$ cat src/rtl/seg_bus_decoder.sv
// Receive side of the multiplexed active-low hex display bus: synchronizes, debounces and
// decodes each strobed digit, then publishes the full word once every position has been seen.
module seg_bus_decoder #(
  parameter int NUM_DIGITS    = 4,
  parameter int STABLE_CYCLES = 4
) (
  input  logic                      i_clk,
  input  logic                      i_rst_n,
  input  logic [6:0]                i_seg_in,
  input  logic [NUM_DIGITS-1:0]     i_dig_sel,
  output logic [4*NUM_DIGITS-1:0]   o_value,
  output logic                      o_value_valid,
  output logic                      o_frame_err,
  output logic [NUM_DIGITS-1:0]     o_seen_mask
);

  typedef enum logic {
    WAIT_STABLE = 1'b0,
    CAPTURED    = 1'b1
  } state_t;

  localparam logic [3:0] STABLE_MAX = 4'(STABLE_CYCLES);

  // Exact 7-bit match; result is {valid, nibble}, invalid patterns yield nibble 0.
  function automatic logic [4:0] decode_seg(input logic [6:0] seg);
    logic [4:0] res;
    case (seg)
      7'h40:   res = {1'b1, 4'h0};
      7'h79:   res = {1'b1, 4'h1};
      7'h24:   res = {1'b1, 4'h2};
      7'h30:   res = {1'b1, 4'h3};
      7'h19:   res = {1'b1, 4'h4};
      7'h12:   res = {1'b1, 4'h5};
      7'h02:   res = {1'b1, 4'h6};
      7'h78:   res = {1'b1, 4'h7};
      7'h00:   res = {1'b1, 4'h8};
      7'h10:   res = {1'b1, 4'h9};
      7'h08:   res = {1'b1, 4'hA};
      7'h03:   res = {1'b1, 4'hB};
      7'h46:   res = {1'b1, 4'hC};
      7'h21:   res = {1'b1, 4'hD};
      7'h06:   res = {1'b1, 4'hE};
      7'h0E:   res = {1'b1, 4'hF};
      default: res = {1'b0, 4'h0};
    endcase
    return res;
  endfunction

  function automatic logic is_onehot(input logic [NUM_DIGITS-1:0] d);
    logic [NUM_DIGITS-1:0] dm1;
    dm1 = d - NUM_DIGITS'(1'b1);
    return (d != {NUM_DIGITS{1'b0}}) && ((d & dm1) == {NUM_DIGITS{1'b0}});
  endfunction

  logic [6:0]              r_seg_meta, r_seg_sync;
  logic [NUM_DIGITS-1:0]   r_dig_meta, r_dig_sync;
  logic [3:0]              r_cnt;
  state_t                  r_state;
  logic [4*NUM_DIGITS-1:0] r_shadow;
  logic [NUM_DIGITS-1:0]   r_seen;
  logic [NUM_DIGITS-1:0]   r_bad;
  logic [4*NUM_DIGITS-1:0] r_value;
  logic                    r_valid;
  logic                    r_err;

  logic                    w_change;
  logic                    w_onehot;
  logic [4:0]              w_dec;
  logic [3:0]              w_cnt_next;
  logic                    w_capture;
  logic                    w_publish;

  // Two-flop synchronizer; idle state looks like a blanked, all-off bus.
  always_ff @(posedge i_clk or negedge i_rst_n) begin
    if (!i_rst_n) begin
      r_seg_meta <= 7'h7F;
      r_seg_sync <= 7'h7F;
      r_dig_meta <= {NUM_DIGITS{1'b0}};
      r_dig_sync <= {NUM_DIGITS{1'b0}};
    end else begin
      r_seg_meta <= i_seg_in;
      r_seg_sync <= r_seg_meta;
      r_dig_meta <= i_dig_sel;
      r_dig_sync <= r_dig_meta;
    end
  end

  // A pending change is visible one stage early, so the count always describes r_*_sync.
  assign w_change  = (r_seg_meta != r_seg_sync) || (r_dig_meta != r_dig_sync);
  assign w_onehot  = is_onehot(r_dig_sync);
  assign w_dec     = decode_seg(r_seg_sync);
  assign w_publish = &r_seen;
  assign w_capture = (r_state == WAIT_STABLE) && !w_change && w_onehot &&
                     (w_cnt_next == STABLE_MAX);

  // Stability count: reload on change, saturate at the threshold.
  always_comb begin
    w_cnt_next = r_cnt;
    if (w_change) begin
      w_cnt_next = 4'd1;
    end else if (r_cnt >= STABLE_MAX) begin
      w_cnt_next = STABLE_MAX;
    end else begin
      w_cnt_next = r_cnt + 4'd1;
    end
  end

  // Stability counter register.
  always_ff @(posedge i_clk or negedge i_rst_n) begin
    if (!i_rst_n) begin
      r_cnt <= 4'd0;
    end else begin
      r_cnt <= w_cnt_next;
    end
  end

  // Capture FSM plus frame assembly and publish.
  always_ff @(posedge i_clk or negedge i_rst_n) begin
    if (!i_rst_n) begin
      r_state  <= WAIT_STABLE;
      r_shadow <= {(4*NUM_DIGITS){1'b0}};
      r_seen   <= {NUM_DIGITS{1'b0}};
      r_bad    <= {NUM_DIGITS{1'b0}};
      r_value  <= {(4*NUM_DIGITS){1'b0}};
      r_valid  <= 1'b0;
      r_err    <= 1'b0;
    end else begin
      r_valid <= 1'b0;
      case (r_state)
        WAIT_STABLE: begin
          if (w_capture) begin
            r_state <= CAPTURED;
          end else begin
            r_state <= WAIT_STABLE;
          end
        end
        CAPTURED: begin
          if (w_change || !w_onehot) begin
            r_state <= WAIT_STABLE;
          end else begin
            r_state <= CAPTURED;
          end
        end
        default: r_state <= WAIT_STABLE;
      endcase

      if (w_publish) begin
        r_value <= r_shadow;
        r_err   <= |r_bad;
        r_valid <= 1'b1;
        r_seen  <= {NUM_DIGITS{1'b0}};
        r_bad   <= {NUM_DIGITS{1'b0}};
      end else if (w_capture) begin
        for (int i = 0; i < NUM_DIGITS; i++) begin
          if (r_dig_sync[i]) begin
            r_shadow[4*i +: 4] <= w_dec[3:0];
            r_seen[i]          <= 1'b1;
            r_bad[i]           <= !w_dec[4];
          end
        end
      end
    end
  end

  assign o_value       = r_value;
  assign o_value_valid = r_valid;
  assign o_frame_err   = r_err;
  assign o_seen_mask   = r_seen;

endmodule

$ cat config.mk
export PLATFORM = sky130hd
export DESIGN_NAME = seg_bus_decoder
export DESIGN_NICKNAME = d
export VERILOG_FILES = /design/src/rtl/seg_bus_decoder.sv
export SDC_FILE = /design/constraint.sdc
export NUM_CORES = 1
export LEC_CHECK = 0
export CAP_MARGIN = 20
export CORE_ASPECT_RATIO = 1.4
export CORE_MARGIN = 3
export CORE_UTILIZATION = 59
export CTS_CLUSTER_SIZE = 8
export DETAILED_ROUTE_END_ITERATION = 12
export PLACE_DENSITY_LB_ADDON = 0.15
export SYNTH_ARGS = -nofsm -noshare
export SYNTH_HDL_FRONTEND = slang
export SYNTH_SLANG_ARGS = --single-unit
$ cat constraint.sdc
create_clock -name i_clk -period 3.6 [get_ports i_clk]
set_input_delay 0.72 -clock i_clk [delete_from_list [all_inputs] [get_ports i_clk]]
set_output_delay 0.72 -clock i_clk [all_outputs]
set_load 0.02 [all_outputs]
After elaboration in Yosys (flattened, before gate mapping)
Cells that the tools add are included.

word-level totals
  input port bits = 13
  logic and storage cells = 91
  bits in registers = 69

cells by class
  $lt $le $gt $ge = 1
  bitwise logic cells = 3
  $add $sub $neg = 2
  reductions and logical operators = 27
  multiplexer cells = 19
  equal/unequal tests = 18

operator list
  cell                                                                    count
  5-bit one-hot mux with 16 select lines                                  1
  7-bit == test (second input constant)                                   4
  4-bit two-way mux                                                       6
  7-bit by 5-bit == test with 1-bit output (second input constant)        3
  7-bit by 6-bit == test with 1-bit output (second input constant)        3
  7-bit by 2-bit == test with 1-bit output (second input constant)        2
  7-bit by 4-bit == test with 1-bit output (second input constant)        2
  3-bit AND reduction                                                     4
  1-bit two-way mux                                                       11
  2-bit nonzero test                                                      5
  2-bit AND reduction                                                     4
  7-bit by 3-bit == test with 1-bit output (second input constant)        1
  7-bit zero test                                                         1
  7-bit != test                                                           1
  4-bit by 1-bit adder with 4-bit output (second input constant)          1
  4-bit AND                                                               1
  4-bit by 3-bit == test with 1-bit output (second input constant)        1
  4-bit by 3-bit >= comparator with 1-bit output (second input constant)  1
  1-bit logical AND                                                       4
  4-bit zero test                                                         1
  4-bit != test                                                           1
  4-bit AND reduction                                                     1
  4-bit nonzero test                                                      1
  4-bit OR reduction                                                      1
  5 further kinds                                                         9

Logic depth before layout (Yosys ltp)
Gate-level depths: netlist (run 1).

  depth after elaboration = 8
  gate-level depth with buffers = 8
  gate-level depth less buffers = 6

Worst setup path before layout (run 1)
No wires, ideal clock.

  path type = reg2reg
  start = register r_dig_sync[0]
  end = register r_shadow[4]
  clock period less this slack = 2.097 ns
  library setup time = 0.125 ns
  path buffers = 2
  stages on the path, launching flop included = 8
  data arrival time = 1.972 ns
  path slack = 1.503 ns
  path through = dfrtp_1 buf_6 or4b_1 o311ai_1 and2_1 buf_6 and4_4 mux2_4

on the way
  word-level cells in the longest chain between the ends = 7
  elaborated cells between the ends (all ways) = 14
  classes of those cells = add/sub (1); eq/ne (2); mux (1); bitwise (1); reduce/logical (9)

ends and longest elaborated chain
  what                                                                                 RTL line  RTL
  start, declared                                                                      56        logic [NUM_DIGITS-1:0] r_dig_meta, r_dig_sync;
  start signal, assigned                                                               79        r_dig_sync <= {NUM_DIGITS{1'b0}};
  start signal, assigned                                                               84        r_dig_sync <= r_dig_meta;
  4-bit by 1-bit subtractor with 4-bit output / 4-bit != test (equally long branches)  51, 89
  4-bit AND / 1-bit logical OR (equally long branches)                                 52, 89
  4-bit zero test / 1-bit zero test (equally long branches)                            52, 93
  1-bit logical AND (on tied branches)                                                 52, 93
  1-bit logical AND                                                                    93        assign w_capture = (r_state == WAIT_STABLE) && !w_change && w_onehot &&
  1-bit logical AND *                                                                  93
  3-bit AND reduction (no source line) *                                               n/a
  end signal, assigned                                                                 121       r_shadow <= {(4*NUM_DIGITS){1'b0}};
  end signal, assigned by index                                                        156       r_shadow[4*i +: 4] <= w_dec[3:0];
  end, declared                                                                        59        logic [4*NUM_DIGITS-1:0] r_shadow;

Mark *: on every way between the ends. The rest lies on a longest branch, timed or not.
A chain may end at the register's enable or synchronous reset.

Final worst setup path (run 1)
  start = register r_dig_sync[2]
  end = register r_shadow[0]

The elaborated chain is that of the path after synthesis.

==> flow_metrics.py, run 1 <==
metrics = {
    "place": {
        "place_hpwl_um": 3632,
        "port_buffers": 34,
        "gp_congestion": 0.7799,
    },
    "critical_path": {
        "critPathBufInv": 1,
        "startpoint_type": "flip-flop",
        "critPathMaxStageDelay_ns": 0.53,
        "path_cells": "or4b_1 > o311ai_1 > and2_1 > buf_4 > nand4_4 > mux2_1",
        "cp_top_family": "simple AND/OR/NAND/NOR gates",
        "reg2reg_slack_ns": 1.15,
        "critPathArrivalTime_ns": 2.68,
        "required_ns": 3.83,
        "crit_fanout": 10,
        "cp.depth": 6,
        "cp_slowest_cell": "or4b_1",
        "critical_path_class": "flip-flop to flip-flop",
        "regToRegEndpoint": "r_shadow[0]$_DFFE_PN0P_",
        "timing.rr.start": "r_dig_sync[2]$_DFF_PN0_",
        "endpoint": "r_shadow[0]$_DFFE_PN0P_",
        "worst-r2r-cell-count": 6,
        "end_kind": "flip-flop",
        "crit_start": "r_dig_sync[2]$_DFF_PN0_",
    },
    "floorplanning": {
        "dieArea_mm2": 0.005966,
        "rows": 30,
        "start_util": 0.6123,
        "die_h_um": 90.20,
        "io_pins": 35,
        "dieWidth_um": 66.15,
        "design.core.area_mm2": 0.004880,
    },
    "clock_network": {
        "clk_latency_ns": 0.34,
        "cts_buffer_depth": 2,
        "cts_buffers": 9,
        "cts_setup_buffers": 0,
        "h-tree-depth": 3,
        "ctsResizeCount": 0,
        "clock_sinks": 69,
        "cts_tree": "yes",
        "ctsHoldBuffers": 0,
        "cts_root_buf": "clkbuf_8",
        "path_clk_slew_ns": 0.07,
    },
    "finish": {
        "drive_gt1_frac": 0.1932,
        "diodes": 0,
        "syn2layout_area_growth_pct": 18.43,
        "final_nets": 304,
    },
    "yosys": {
        "synth_most_common_cell": "nand2_1",
        "synth_edf_count": 0,
        "syn_nets": 274,
        "ys.flop_type": "dfrtp_1",
        "synth_top_area_frac": 0.4606,
        "synth_area_mm2": 0.002988,
        "yosys-top-cells-count": "nand2_1, dfrtp_1, dfstp_2",
        "syn_inst": 260,
        "synth.area.top_cells": "dfrtp_1, dfstp_2, nand2_1, xnor2_1, mux2_2",
        "ys_seq_area_frac": 0.5838,
        "ys_seq_elements": 69,
        "synthArstFlopShare": 1.000,
        "syn_avg_cell_area_um2": 11.49,
        "yosys.cell_types.count": 46,
        "synth_top_cell_by_area": "dfrtp_1",
        "ys.warnings.count": 0,
    },
    "global_route": {
        "gr-total-overflow": 0,
        "antenna_found_initial": 0,
        "grt_pass1_wl_um": 8832,
        "track_usage": 0.1967,
        "grt_pass1_vias": 1906,
        "grt_max_degree": 46,
    },
    "sta": {
        "fmax_ghz": 0.4077,
        "setup_violations": 0,
        "rsz0062_at_grt": "no",
        "hold_viol": 0,
        "fin_skew_ns": 0.009742,
        "setup_tns_ns": 0,
        "min_period_over_period": 0.6814,
        "period_needed_ns": 2.453,
        "relSlewSlack": 0.3733,
        "slew_viol_final": 0,
        "tightest_slew_ns": 0.9283,
    },
    "route": {
        "dr.pass1.iters": 4,
        "vias_per_cell": 5.485,
        "drtAntennaViolNets": 0,
        "routed_wl_um": 5073,
        "vias": 1969,
        "drt_iter0_markers": 98,
        "wl_per_cell_um": 14.13,
        "remaining_drc_errors": 0,
    },
    "pwr": {
        "peakVddDrop_uv": 366.2,
        "p_total_mw": 1.501,
        "power_leakage_nw": 1.593,
        "powerDensity_mw_per_mm2": 424.3,
    },
    "flow_run": {
        "max-cap-violations": 0,
    },
    "hold_path": {
        "hold_path_class": "primary input to asynchronous set/reset pin",
    },
    "outcome": {
        "status": "complete, no violations",
    },
}
==> worst reg2reg max path, cell delays in order, from the launching register on <==
cell	delay, ns
dfrtp_1	0.49
or4b_1	0.53
o311ai_1	0.11
and2_1	0.46
buf_4	0.25
nand4_4	0.14
mux2_1	0.35
==> layout make-up <==
cell class	count	area [um2]
Inverter	2	7.507
Multi-Input combinational cell	170	1141
Sequential cell	69	1744
Tap cell	64	80.08
Clock inverter	6	62.56
Timing Repair Buffer	38	365.4
Clock buffer	10	137.6
Fill cell	362	1341
==> metrics by stage <==
stage          instance area, um2  instances  utilization  worst slack [ns]  hold WS (ns)
6_report                     3538        359       0.7251             1.147        0.3442
3_5_place_dp                 3338        343       0.6841             1.149        0.3630
4_1_cts                      3538        359       0.7251             1.133        0.3439
2_1_floorplan                2988        260            -             1.503        0.3607
3_3_place_gp                 3338        343       0.6841             1.190        0.3620
5_1_grt                      3538        359       0.7251            0.9894        0.3683
==> routing by layer <==
metal	vias to the layer above	routed length (um)	GRT usage
met4	0	99	0.1169
met1	956	2178	0.2474
met2	39	2594	0.3016
met5	-	0	0
li1	967	-	-
met3	7	201	0.04875
==> report_power, final <==
part,switching [mW],internal [mW]
Clock,0.277,0.335
Combinational,0.0353,0.0342
Sequential,0.0242,0.796
==> worst min-delay path by stage <==
stage	to	slack (ns)	depth (start not counted)
6_report	o_value_valid$_DFF_PN0_	0.34	1
3_3_place_gp	r_seg_sync[1]$_DFF_PN1_	0.36	0
4_1_cts	o_value_valid$_DFF_PN0_	0.34	1
5_1_grt	o_value_valid$_DFF_PN0_	0.37	1
2_1_floorplan	r_seg_sync[0]$_DFF_PN1_	0.36	0
3_5_place_dp	r_seg_sync[4]$_DFF_PN1_	0.36	0
==> placed cells by master, fill, tap and decap left out, types with 2 or more instances in the layout <==
cell             Yosys  layout
a21oi_1              3       3
a31o_2               4       4
a31oi_1              5       5
and2_1               5       5
and3_1               2       2
buf_4                1       4
clkbuf_8             0      10
clkdlybuf4s50_1      0      33
clkinv_2             0       2
clkinvlp_4           0       3
dfrtp_1             55      55
dfstp_2             14      14
inv_1                2       2
mux2_1               3       3
mux2_2               9       9
mux2_4               4       4
mux2i_1              2       2
nand2_1             57      57
nand2b_1             2       2
nand3_1              2       2
nand4_1              7       7
nand4_4              3       3
nand4b_1             2       2
nor2_1               7       7
nor3_1               4       3
nor4_1               2       2
nor4b_1              2       2
nor4bb_1             3       3
o21ai_0             10      10
o31a_1               3       3
or4b_1               2       2
xnor2_1             13      13
==> flip-flops by register name, indices dropped and copies added, names as in the netlist <==
name           cells
o_seen_mask        4
r_seg_sync         7
r_shadow          16
r_seg_meta         7
o_value           16
r_state            1
o_value_valid      1
r_bad              4
r_cnt              4
o_frame_err        1
r_dig_sync         4
r_dig_meta         4
==> logic make-up after synthesis <==
logic type / count (synthesis) / synth area share
simple gates: 102 / 0.1843
flops: 69 / 0.5838
compound gates: 35 / 0.08041
buf+inv: 21 / 0.03601
mux: 18 / 0.07203
xor+xnor: 13 / 0.03811
fa+ha+maj: 1 / 0.004187
other cells: 1 / 0.001255
No activity file was read; power rests on OpenSTA's default activity.
==> run 2: changes to the inputs <==
--- a/config.mk
+++ b/config.mk
@@ -8,7 +8,7 @@
 export CAP_MARGIN = 20
 export CORE_ASPECT_RATIO = 1.4
 export CORE_MARGIN = 3
-export CORE_UTILIZATION = 59
+export CORE_UTILIZATION = 55
 export CTS_CLUSTER_SIZE = 8
 export DETAILED_ROUTE_END_ITERATION = 12
 export PLACE_DENSITY_LB_ADDON = 0.15
==> constraint.sdc (replaced) <==
create_clock -name i_clk -period 2.3 [get_ports i_clk]
set_input_delay 0.46 -clock i_clk [delete_from_list [all_inputs] [get_ports i_clk]]
set_output_delay 0.46 -clock i_clk [all_outputs]
set_load 0.02 [all_outputs]
==> run 2 against run 1 <==
Non-clock buffer count grew 11. Clock-buffer cell count did not move. First-iteration DRC count shrank 29%. Cell count up 3.6%. Core utilization shrank 1.9 points. Clock power is 93% higher. Hold slack got worse by 0.27 ns. Largest cell class unchanged. Highest routed layer unchanged.
==> flow_metrics.py, run 2 (synthesis gave the netlist of run 1 again) <==
metrics = {
    "outcome": {
        "status": "complete, no violations",
    },
    "route": {
        "drt_iter0_markers": 70,
        "vias": 2014,
        "remaining_drc_errors": 0,
        "vias_per_cell": 5.414,
        "routed_wl_um": 5119,
        "dr.pass1.iters": 4,
        "drtAntennaViolNets": 0,
        "wl_per_cell_um": 13.76,
    },
    "floorplanning": {
        "io_pins": 35,
        "design.core.area_mm2": 0.005197,
        "rows": 31,
        "start_util": 0.5749,
        "die_h_um": 93.21,
        "dieArea_mm2": 0.006365,
        "dieWidth_um": 68.29,
    },
    "global_route": {
        "grt_pass1_wl_um": 8445,
        "grt_pass1_vias": 1843,
        "gr-total-overflow": 0,
        "antenna_found_initial": 0,
        "grt_max_degree": 30,
        "track_usage": 0.1817,
    },
    "sta": {
        "relSlewSlack": 0.5806,
        "setup_violations": 0,
        "setup_tns_ns": 0,
        "tightest_slew_ns": 0.6284,
        "hold_viol": 0,
        "fin_ws_ns": 0.1066,
        "period_needed_ns": 2.193,
        "rsz0062_at_grt": "no",
        "slew_viol_final": 0,
        "fmax_ghz": 0.4559,
        "hold-worst-slack_ns": 0.07820,
        "fin_skew_ns": 0.01079,
        "min_period_over_period": 0.9536,
    },
    "clock_network": {
        "cts_root_buf": "clkbuf_8",
        "clock_sinks": 69,
        "ctsResizeCount": 0,
        "cts_buffers": 9,
        "clk_latency_ns": 0.33,
        "cts_tree": "yes",
        "cts_setup_buffers": 0,
        "ctsHoldBuffers": 0,
        "cts_buffer_depth": 2,
        "path_clk_slew_ns": 0.08,
        "h-tree-depth": 3,
    },
    "finish": {
        "diodes": 0,
        "final_cell_mix": "nand2_1, dfrtp_1, clkdlybuf4s50_1",
        "final_common_cell": "nand2_1",
        "utilization": 0.7063,
        "final_nets": 315,
        "design_area_mm2": 0.003671,
        "syn2layout_area_growth_pct": 22.86,
        "drive_gt1_frac": 0.2222,
    },
    "critical_path": {
        "end_kind": "flip-flop",
        "reg2reg_slack_ns": 0.11,
        "startpoint_type": "flip-flop",
        "critical_path_class": "flip-flop to flip-flop",
        "crit_fanout": 7,
        "timing.rr.start": "r_dig_sync[0]$_DFF_PN0_",
        "critPathArrivalTime_ns": 2.41,
        "worst-r2r-cell-count": 6,
        "required_ns": 2.51,
        "regToRegEndpoint": "r_shadow[1]$_DFFE_PN0P_",
    },
    "pwr": {
        "power_leakage_nw": 1.671,
        "peakVddDrop_uv": 487.0,
        "powerDensity_mw_per_mm2": 702.9,
    },
    "place": {
        "port_buffers": 34,
        "post-place-ws_ns": 0.1133,
        "gp_congestion": 0.8114,
        "placed_area_mm2": 0.003423,
        "place_hpwl_um": 3694,
    },
    "flow_run": {
        "max-cap-violations": 0,
    },
    "hold_path": {
        "hold_path_class": "primary input to asynchronous set/reset pin",
    },
}
[run 2: per-layer routing]
metal | GRT usage | vias up | share of wire
met1 | 0.2201 | 951 | 0.41
met2 | 0.2896 | 51 | 0.51
li1 | - | 997 | -
met3 | 0.04688 | 15 | 0.048
met5 | 0 | - | 0
met4 | 0.09784 | 0 | 0.029
[run 2: stage by stage]
stage               cells  power, mW
floorplan             260      1.363
global placement      356      1.427
global route          372      2.688
detailed placement    356      1.430
finish                372      2.580
CTS                   372      2.610
[run 2: how the worst max path moves through the flow]
stage | endpoint | startpoint | depth (start not counted) | slack (ns)
5_1_grt | r_shadow[1]$_DFFE_PN0P_ | r_dig_sync[0]$_DFF_PN0_ | 6 | 0.006
6_report | r_shadow[1]$_DFFE_PN0P_ | r_dig_sync[0]$_DFF_PN0_ | 6 | 0.11
3_5_place_dp | r_shadow[0]$_DFFE_PN0P_ | r_dig_sync[0]$_DFF_PN0_ | 6 | 0.11
3_3_place_gp | r_shadow[0]$_DFFE_PN0P_ | r_dig_sync[0]$_DFF_PN0_ | 6 | 0.19
2_1_floorplan | r_shadow[4]$_DFFE_PN0P_ | r_dig_sync[0]$_DFF_PN0_ | 7 | 0.20
4_1_cts | r_shadow[1]$_DFFE_PN0P_ | r_dig_sync[0]$_DFF_PN0_ | 6 | 0.11
[run 2: final cells by class]
cell class | count | area, um2
clock buffer | 10 | 137.6
clock inverter | 6 | 110.1
fill | 402 | 1526
inverter | 2 | 7.507
multi-input combinational | 170 | 1141
sequential | 69 | 1744
tap | 66 | 82.58
timing repair buffer | 49 | 447.9
[run 2: power breakdown]
group          leakage, nW  internal [mW]  total [mW]  switching [mW]
sequential           0.890           1.25        1.28          0.0344
combinational        0.663         0.0623       0.125          0.0623
clock                0.119          0.747        1.18           0.429
[run 2: worst max-delay path, cell delays in order (launching register included)]
cell	delay, ns
dfrtp_1	0.44
or4b_1	0.55
o311ai_1	0.12
and2_1	0.29
buf_4	0.18
nand4_4	0.14
mux2_1	0.36
